`config.mk`:
```
export PLATFORM = sky130hd
export DESIGN_NAME = if_fetch_queue
export DESIGN_NICKNAME = d
export VERILOG_FILES = /design/src/rtl/if_fetch_queue_pkg.sv /design/src/rtl/if_fetch_queue_fifo.sv /design/src/rtl/if_fetch_queue.sv
export SDC_FILE = /design/constraint.sdc
export NUM_CORES = 1
export LEC_CHECK = 0
export CAP_MARGIN = 20
export CORE_AREA = 2 2 213 215
export CTS_BUF_LIST = sky130_fd_sc_hd__clkbuf_4 sky130_fd_sc_hd__clkbuf_8 sky130_fd_sc_hd__clkbuf_16
export DETAILED_ROUTE_END_ITERATION = 8
export DIE_AREA = 0 0 215 217
export PLACE_DENSITY = 0.85
export SLEW_MARGIN = 20
export SYNTH_ARGS = -nofsm -noshare
export SYNTH_HDL_FRONTEND = slang
export SYNTH_SLANG_ARGS = --single-unit
export TNS_END_PERCENT = 10
```
`constraint.sdc`:
```
create_clock -name clk -period 5.48 [get_ports clk]
set_input_delay 1.644 -clock clk [delete_from_list [all_inputs] [get_ports clk]]
set_output_delay 1.644 -clock clk [all_outputs]
set_load 0.02 [all_outputs]
```
`src/rtl/if_fetch_queue_pkg.sv`:
```
// Shared types and constants for the zerocore instruction-fetch front end.
package if_fetch_queue_pkg;

  localparam int unsigned ADDR_W  = 64;
  localparam int unsigned DATA_W  = 64;
  localparam int unsigned INST_W  = 32;
  localparam int unsigned DEPTH   = 4;
  localparam int unsigned CNT_W   = $clog2(DEPTH) + 1;
  localparam logic [ADDR_W-1:0] RESET_PC = 64'h8000_0000;

  typedef enum logic {
    IDLE  = 1'b0,
    FETCH = 1'b1
  } state_e;

  typedef struct packed {
    logic [ADDR_W-1:0] pc;
    logic [INST_W-1:0] inst;
  } fetch_entry_t;

  localparam int unsigned ENTRY_W = $bits(fetch_entry_t);

  // Pick the 32-bit instruction out of an aligned 64-bit RAM word.
  function automatic logic [INST_W-1:0] select_word(input logic [DATA_W-1:0] data,
                                                    input logic              hi);
    return hi ? data[DATA_W-1:INST_W] : data[INST_W-1:0];
  endfunction

endpackage

```
`src/rtl/if_fetch_queue_fifo.sv`:
```
// Synchronous FIFO holding fetched {pc, inst} entries; flush beats push/pop.
// When empty the head output keeps the last entry that was at the head.
module if_fetch_queue_fifo #(
  parameter int unsigned WIDTH = 96,
  parameter int unsigned DEPTH = 4
) (
  input  logic                       clk,
  input  logic                       rst,
  input  logic                       push_i,
  input  logic [WIDTH-1:0]           push_data_i,
  input  logic                       pop_i,
  input  logic                       flush_i,
  output logic [WIDTH-1:0]           head_o,
  output logic [$clog2(DEPTH):0]     count_o,
  output logic                       empty_o
);

  localparam int unsigned PW = $clog2(DEPTH);
  localparam int unsigned CW = PW + 1;

  logic [WIDTH-1:0] mem_q [DEPTH];
  logic [WIDTH-1:0] last_q;
  logic [PW-1:0]    wr_ptr_q, wr_ptr_d;
  logic [PW-1:0]    rd_ptr_q, rd_ptr_d;
  logic [CW-1:0]    count_q, count_d;
  logic             full_c;
  logic             do_push_c;
  logic             do_pop_c;

  assign empty_o   = (count_q == '0);
  assign full_c    = (count_q == CW'(DEPTH));
  assign do_pop_c  = pop_i & ~empty_o;
  assign do_push_c = push_i & (~full_c | do_pop_c);
  assign head_o    = empty_o ? last_q : mem_q[rd_ptr_q];
  assign count_o   = count_q;

  always_comb begin
    wr_ptr_d = wr_ptr_q;
    rd_ptr_d = rd_ptr_q;
    count_d  = count_q;
    if (flush_i) begin
      wr_ptr_d = '0;
      rd_ptr_d = '0;
      count_d  = '0;
    end else begin
      if (do_push_c) wr_ptr_d = wr_ptr_q + PW'(1);
      if (do_pop_c)  rd_ptr_d = rd_ptr_q + PW'(1);
      case ({do_push_c, do_pop_c})
        2'b10:   count_d = count_q + CW'(1);
        2'b01:   count_d = count_q - CW'(1);
        default: count_d = count_q;
      endcase
    end
  end

  always_ff @(posedge clk or negedge rst) begin
    if (!rst) begin
      wr_ptr_q <= '0;
      rd_ptr_q <= '0;
      count_q  <= '0;
      last_q   <= '0;
      for (int i = 0; i < DEPTH; i++) mem_q[i] <= '0;
    end else begin
      wr_ptr_q <= wr_ptr_d;
      rd_ptr_q <= rd_ptr_d;
      count_q  <= count_d;
      // Shadow the current head so the output never falls back to a stale slot.
      if (!empty_o) last_q <= mem_q[rd_ptr_q];
      if (do_push_c && !flush_i) mem_q[wr_ptr_q] <= push_data_i;
    end
  end

endmodule

```
`src/rtl/if_fetch_queue.sv`:
```
// Instruction-fetch front end: owns the PC, issues aligned RAM reads, selects the
// 32-bit word and queues {pc, inst} for decode; redirect flushes everything.
module if_fetch_queue
  import if_fetch_queue_pkg::*;
(
  input  logic              clk,
  input  logic              rst,
  input  logic              redirect_valid,
  input  logic [ADDR_W-1:0] redirect_pc,
  output logic              ram_rd_en,
  output logic [ADDR_W-1:0] ram_rd_addr,
  input  logic [DATA_W-1:0] ram_rd_data,
  output logic              inst_valid,
  input  logic              inst_ready,
  output logic [INST_W-1:0] inst,
  output logic [ADDR_W-1:0] inst_pc
);

  state_e            state_q, state_d;
  logic [ADDR_W-1:0] pc_q, pc_d;
  logic [ADDR_W-1:0] req_pc_q, req_pc_d;
  logic              inflight_q, inflight_d;
  logic              issue_c;
  logic [CNT_W-1:0]  fifo_count;
  logic [CNT_W:0]    occupancy_c;
  logic              fifo_empty;
  logic              push_c;
  logic              pop_c;
  fetch_entry_t      push_entry_c;
  fetch_entry_t      head;

  // Queued entries plus the outstanding read must fit in the queue.
  assign occupancy_c = {1'b0, fifo_count} + (CNT_W + 1)'(inflight_q);

  always_comb begin
    state_d    = state_q;
    pc_d       = pc_q;
    req_pc_d   = req_pc_q;
    inflight_d = 1'b0;
    issue_c    = 1'b0;
    case (state_q)
      IDLE:  state_d = FETCH;
      FETCH: begin
        state_d = FETCH;
        issue_c = ~redirect_valid & (occupancy_c < (CNT_W + 1)'(DEPTH));
      end
      default: state_d = IDLE;
    endcase
    if (redirect_valid) begin
      pc_d = redirect_pc & ~ADDR_W'(3);
    end else if (issue_c) begin
      pc_d       = pc_q + ADDR_W'(4);
      req_pc_d   = pc_q;
      inflight_d = 1'b1;
    end
  end

  always_ff @(posedge clk or negedge rst) begin
    if (!rst) begin
      state_q    <= IDLE;
      pc_q       <= RESET_PC;
      req_pc_q   <= '0;
      inflight_q <= 1'b0;
    end else begin
      state_q    <= state_d;
      pc_q       <= pc_d;
      req_pc_q   <= req_pc_d;
      inflight_q <= inflight_d;
    end
  end

  assign ram_rd_en   = issue_c;
  assign ram_rd_addr = {pc_q[ADDR_W-1:3], 3'b000};

  // A response landing in a redirect cycle belongs to the old stream.
  assign push_c            = inflight_q & ~redirect_valid;
  assign push_entry_c.pc   = req_pc_q;
  assign push_entry_c.inst = select_word(ram_rd_data, req_pc_q[2]);
  assign pop_c             = inst_valid & inst_ready & ~redirect_valid;

  if_fetch_queue_fifo #(
    .WIDTH (ENTRY_W),
    .DEPTH (DEPTH)
  ) u_fifo (
    .clk         (clk),
    .rst         (rst),
    .push_i      (push_c),
    .push_data_i (push_entry_c),
    .pop_i       (pop_c),
    .flush_i     (redirect_valid),
    .head_o      (head),
    .count_o     (fifo_count),
    .empty_o     (fifo_empty)
  );

  assign inst_valid = ~fifo_empty;
  assign inst       = head.inst;
  assign inst_pc    = head.pc;

endmodule

```
==> results_dict.tcl, run 1 <==
set metrics [dict create \
    final_nets 2523 \
    min_period_ns 4.88 \
    wirelength_um 67700 \
    critPathCapture "inst[27]" \
    io_buffers 288 \
    antenna_found_initial 1 \
    cts_root_buf "clkbuf_16" \
    syn-instance-count 2193 \
    post-route-period-util 0.891 \
    multi_input_area_sq_um 10600 \
    grt_overflow_total 0 \
    path_clk_slew_ns 0.06 \
    hpwl_um 43400 \
    ant_nets 0 \
    final_common_cell "dfrtp_1" \
    finClkSkew_ns 0.0317 \
    cts_hold_buf 0 \
    drc_errors 0 \
    cp_slowest_cell "clkdlybuf4s50_1" \
    cpMostUsedCell "nand2_1" \
    drive_above_1_share 0.235 \
    cap_viol_max_count 0 \
    final_cell_mix "dfrtp_1 (601), nand2_1 (485), mux2_2 (311)" \
    seq_area_sq_um 15200 \
    gp_congestion 0.897 \
    grt.total_usage 0.294 \
    slew_viol_final 0 \
    slew_headroom 0.252 \
    synth_top_family_by_area "multiplexers" \
    ir_drop_mv 0.322 \
    hold_class "flip-flop to flip-flop" \
    worstSetupStartpoint "u_fifo.count_o[1]" \
    r2r_start "pc_q[3]" \
    p_leak_nw 14.3 \
    post_cts_buffers 0 \
    clock_path_buffers 3 \
    numCtsBuffers 58 \
    clock_sinks 605 \
    route.vias.total 18600 \
    status "complete, no violations" \
    synthAdderAreaFrac 0.00309 \
    area_delta_synth_final_pct 19.2 \
    yosysUniqueCellTypes 48 \
    ys.flop_type "dfrtp_1" \
    synthSimpleGateAreaFrac 0.111 \
    synth.avg_cell_area_sq_um 12.2 \
    grt_pass1_vias 19600 \
    synth_compound_area_frac 0.0429 \
    synth_seq_cells 605 \
    synthMuxAreaShare 0.224 \
    rsz0062_at_grt "false" \
    worst_pin_slew_ns 1.11 \
    insertion_delay_ns 0.65 \
    netSwitchingFraction 0.305 \
    async_reset_ff_frac 1.00 \
    critPathKind "flip-flop to output pin" \
    rows 78 \
    reg2reg_depth 6 \
    coreArea_sq_um 44700 \
    ios 294 \
    cts_tree "built" \
    crit_chain "nor3_2 -> inv_4 -> buf_4 -> nand2_1 -> nand2_1 -> clkdlybuf4s50_1" \
    grt_start_max_net_pins 112 \
    worst_path_largest_cell_delay_ns 0.64 \
    clkPwrFrac 0.293 \
    cp_num_cells 6 \
    seqPwrFrac 0.440 \
    p_sw_mw 4.38 \
    yosys-top-cells-area "dfrtp_1 (57%), mux2_2 (13%), mux4_2 (7.9%), nand2_1 (6.9%), o21ai_0 (3.2%)" \
    final-setup-viol-count 0 \
    instances_no_fill 3034 \
    synth_top_area_cell "dfrtp_1" \
    synth-xor-area-share 0.0128 \
    die_w_um 215 \
    p_comb_frac 0.267 \
    synth_area_sq_um 26700 \
    grt_pass1_wl_um 107000 \
    end_kind "output pin" \
    worst-path-max-fanout 57 \
    htree_levels 2 \
    r2r_end "pc_q[62]" \
    powerDensity_nw_per_um2 451 \
    synth_edf_count 0 \
    cp_top_family "buffers and inverters" \
    reg2reg_slack_ns 1.96 \
    die_h_um 217 \
    fmax_mhz 205 \
    synth_top_cell_area_share 0.566 \
    yosys_warnings 0 \
    initial_core_util 0.598 \
    power.internal_mw 9.97 \
    startpoint_type "flip-flop" \
    dp.cells 2925 \
    cts_resized 0 \
    drtIter0Drc 1710 \
    crit_required_ns 3.84 \
    fillerInstances 2907 \
    via_per_inst 6.13 \
    crit_arrival_ns 3.24 \
    wl_per_cell_um 22.3 \
    fin_tns_setup_ns 0 \
    ys_seq_area_frac 0.567 \
    die_area_sq_um 46700 \
    crit_buf_inv 3 \
    dr.pass1.iters 5 \
    timing.final.hold_violations 0 \
]
==> worst reg2reg max path, delay by kind of cell, from the launching register on <==
family	cells	cell delay, ns
adder cells (fa/ha/maj)	1	0.25
AND/OR/NAND/NOR	4	2.61
AO/OA/AOI/OAI	1	0.17
flip-flops	1	0.43
==> cell families after synthesis <==
kind of cell,count (synthesis)
AOI/OAI and AO/OA,213
adders and majority gates,6
xor gates and xnor gates,39
buffers and inverters,205
muxes,441
and+or+nand+nor,682
other,2
DFF,605
==> sequential cells by signal, indices dropped and copies added, names as in the netlist <==
name and flops:
pc_q 62, u_fifo.mem_q 376, req_pc_q 62, inflight_q 1
state_q 1, u_fifo.last_q 96, u_fifo.wr_ptr_q 2, u_fifo.count_o 3
u_fifo.rd_ptr_q 2
==> synthesized netlist by cell type, types with 13 or more instances <==
cell,number
nand2_1,489
clkbuf_1,83
o21ai_0,172
a31oi_1,19
mux4_2,94
nor2_1,31
nor4_1,22
mux2_2,311
buf_4,64
xor2_1,13
nor3_1,18
dfrtp_1,604
mux2i_1,36
nand3_1,33
nand4_1,24
and3_1,13
buf_1,17
buf_2,28
xnor2_1,26
or4_1,16
==> power by group through the flow <==
stage	sequential [mW]	combinational, mW	clock (mW)
after detailed placement	6.37	3.83	0
after CTS	6.31	3.87	4.26
after global placement	6.25	3.68	0
after global routing	6.44	4.11	4.45
final	6.32	3.83	4.20
after floorplan	6.07	2.40	0
==> layout make-up <==
cell class              count  share of cell area
flip-flops and latches    605               0.476
repair buffers            323               0.103
well taps                 600              0.0236
diodes                      1           0.0000786
clock buffers              93              0.0572
inverters                  12             0.00149
clock inverters            15             0.00695
multi-input cells        1385               0.332
==> per-layer routing <==
layer  vias to the layer above  GRT usage  part of all wire
li1                       8038          -                 -
met1                      9501      0.382              0.39
met2                       847      0.492              0.49
met3                       196     0.0534             0.077
met4                         2      0.123             0.036
met5                         -          0           0.00021
==> worst min-delay path by stage <==
stage                           start           endpoint  slack (ns)  cells after the start
finish              u_fifo.last_q[80]  u_fifo.last_q[80]        0.46                      2
global placement    u_fifo.last_q[82]  u_fifo.last_q[82]        0.45                      2
floorplan           u_fifo.mem_q[100]  u_fifo.mem_q[100]        0.44                      2
global route        u_fifo.last_q[49]  u_fifo.last_q[49]        0.48                      2
detailed placement  u_fifo.last_q[49]  u_fifo.last_q[49]        0.45                      2
CTS                 u_fifo.last_q[95]  u_fifo.last_q[95]        0.47                      2
==> per-stage QoR <==
step / setup WS, ns / hold WS [ns] / utilization / power [mW] / area [sq um]
floorplan: 1.52 / 0.445 / - / 8.47 / 26700
global placement: 0.990 / 0.448 / 0.667 / 9.93 / 29800
detailed placement: 0.997 / 0.452 / 0.667 / 10.2 / 29800
CTS: 0.591 / 0.466 / 0.712 / 14.4 / 31800
global route: 0.491 / 0.480 / 0.712 / 15.0 / 31800
finish: 0.596 / 0.462 / 0.712 / 14.4 / 31800
(Power assumes the default switching activity.)
==> run 2, diff against run 1 <==
--- a/config.mk
+++ b/config.mk
@@ -5,12 +5,14 @@
 export SDC_FILE = /design/constraint.sdc
 export NUM_CORES = 1
 export LEC_CHECK = 0
+export ABC_CLOCK_PERIOD_IN_PS = 5480
 export CAP_MARGIN = 20
-export CORE_AREA = 2 2 213 215
+export CORE_AREA = 2 2 245 247
 export CTS_BUF_LIST = sky130_fd_sc_hd__clkbuf_4 sky130_fd_sc_hd__clkbuf_8 sky130_fd_sc_hd__clkbuf_16
+export CTS_CLUSTER_SIZE = 25
 export DETAILED_ROUTE_END_ITERATION = 8
-export DIE_AREA = 0 0 215 217
-export PLACE_DENSITY = 0.85
+export DIE_AREA = 0 0 247 249
+export PLACE_DENSITY = 0.67
 export SLEW_MARGIN = 20
 export SYNTH_ARGS = -nofsm -noshare
 export SYNTH_HDL_FRONTEND = slang
==> run 2 against run 1 <==
Net effect: final cell count increased by 6.1%; hold slack lost 0.0041 ns; register-to-register slack better by 0.22 ns; via count is 4.2% lower; count of clock-buffer cells in the layout is 3 higher; non-clock buffer count rose by 2; clock skew about the same; wire length decreased by 0.70%; global-route usage decreased by 7.1 points; combinational power about the same; largest cell class unchanged; largest power group unchanged; highest routed layer unchanged.
==> results_dict.tcl, run 2 (synthesis results as in run 1) <==
set metrics [dict create \
    drtIter0Drc 1319 \
    post-route-period-util 0.881 \
    wl_per_cell_um 20.9 \
    clock_path_buffers 3 \
    final-setup-viol-count 0 \
    cts_resized 0 \
    initial_core_util 0.455 \
    timing.final.hold_violations 0 \
    rsz0062_at_grt "false" \
    wl_met2_um 32200 \
    route.vias.total 17800 \
    dp.cells 3100 \
    cpMostUsedCell "nand2_1" \
    critPathKind "flip-flop to output pin" \
    instances_no_fill 3218 \
    wl_met3_um 3810 \
    post_cts_buffers 0 \
    die_h_um 249 \
    path_clk_slew_ns 0.06 \
    grt_start_max_net_pins 110 \
    die_w_um 247 \
    cp_top_family "buffers and inverters" \
    antenna_found_initial 1 \
    rows 89 \
    dr.pass1.iters 5 \
    post-route-cell-area_sq_um 32300 \
    grt_pass1_vias 18800 \
    cp_slowest_cell "inv_4" \
    crit_required_ns 3.84 \
    drc_errors 0 \
    finClkSkew_ns 0.0320 \
    drive_above_1_share 0.238 \
    fmax_mhz 207 \
    worst-path-max-fanout 74 \
    coreArea_sq_um 58700 \
    cts_root_buf "clkbuf_16" \
    slew_viol_final 0 \
    via_per_inst 5.53 \
    cts_tree "built" \
    cts_hold_buf 0 \
    fin_hold_ws_ns 0.458 \
    numCtsBuffers 66 \
    final_nets 2533 \
    crit_chain "nor3_2 -> inv_4 -> buf_4 -> nand2_1 -> nand2_1 -> clkdlybuf4s50_1" \
    grt_pass1_wl_um 107000 \
    powerDensity_nw_per_um2 451 \
    hpwl_um 43500 \
    topRoutingLayerUsed "met5" \
    p_leak_nw 14.4 \
    crit_arrival_ns 3.19 \
    ir_drop_mv 0.277 \
    fin_tns_setup_ns 0 \
    wl_met1_um 29600 \
    end_kind "output pin" \
    slew_headroom 0.280 \
    postPlaceCellArea_sq_um 30100 \
    num_antenna_cells 0 \
    io_buffers 288 \
    die_area_sq_um 61500 \
    cap_viol_max_count 0 \
    fillerInstances 4806 \
    insertion_delay_ns 0.60 \
    multi_input_area_sq_um 10600 \
    worst_path_largest_cell_delay_ns 0.76 \
    wirelength_um 67200 \
    htree_levels 3 \
    hold_class "flip-flop to flip-flop" \
    status "complete, no violations" \
    min_period_ns 4.83 \
    final_common_cell "dfrtp_1" \
    largest_reg_flops 376 \
    grt_overflow_total 0 \
    ios 294 \
    startpoint_type "flip-flop" \
    ant_nets 0 \
    final_cell_mix "dfrtp_1 (601), nand2_1 (485), mux2_2 (311)" \
    clock_sinks 605 \
    worst_pin_slew_ns 1.07 \
    seq_area_sq_um 15200 \
    crit_buf_inv 3 \
    top_register "u_fifo.mem_q" \
    grt.total_usage 0.223 \
    area_delta_synth_final_pct 20.9 \
    reg_top3 "u_fifo.mem_q: 376 flops, u_fifo.last_q: 96 flops" \
    gp_congestion 0.811 \
]
==> run 2: changes by cell type in the layout (fill, tap and decap cells not counted), sizes merged <==
cell	previous run	this run
diode	1	0
inv	13	15
clkbuf	93	96
buf	37	39
clkinv	8	14
clkinvlp	2	1
==> run 2: path summary, 6_finish.rpt <==
kind | start | endpoint | slack [ns] | cells after the start
setup / recovery | u_fifo.count_o[0] | inst_pc[58] | 0.65 | 6
hold / removal | u_fifo.last_q[30] | u_fifo.last_q[30] | 0.46 | 2
setup reg to reg | pc_q[3] | pc_q[62] | 2.18 | 7
hold reg to reg | u_fifo.last_q[30] | u_fifo.last_q[30] | 0.46 | 2
max in group asynchronous | rst | u_fifo.rd_ptr_q[1] | 3.26 | 2
min in group asynchronous | rst | u_fifo.mem_q[9] | 1.14 | 1
==> run 2: metal layers <==
layer | track usage | vias to the layer above
met5 | 0 | -
met4 | 0.0683 | 2
met3 | 0.0394 | 108
met2 | 0.360 | 508
met1 | 0.307 | 9143
li1 | - | 8043
==> run 2: stage by stage <==
step            util  total power [mW]  worst slack [ns]
3_3_place_gp   0.513              10.0              1.05
3_5_place_dp   0.513              10.2              1.04
5_1_grt        0.551              15.4             0.492
4_1_cts        0.550              14.8             0.612
6_report       0.551              14.6             0.650
2_1_floorplan      -              8.47              1.52
==> run 2: cell type report <==
cell class,instances,share of cell area
Inverter,12,0.00147
Multi-Input combinational cell,1385,0.327
Timing Repair Buffer,325,0.104
Clock inverter,22,0.00736
Clock buffer,96,0.0612
Sequential cell,605,0.469
Tap cell,773,0.0299
==> run 2: worst register-to-register path, delay by kind of cell, from the launching register on <==
kind	cells	cell delay (ns)
AND/OR/NAND/NOR	4	2.13
adder cells (fa/ha/maj)	1	0.25
flip-flops	1	0.46
AO/OA/AOI/OAI	1	0.17
buffers and inverters	1	0.21
==> run 2: where the power goes <==
group	total, mW	switching, mW	internal [mW]
sequential	6.27	0.668	5.60
combinational	3.81	1.91	1.91
clock	4.49	1.78	2.70
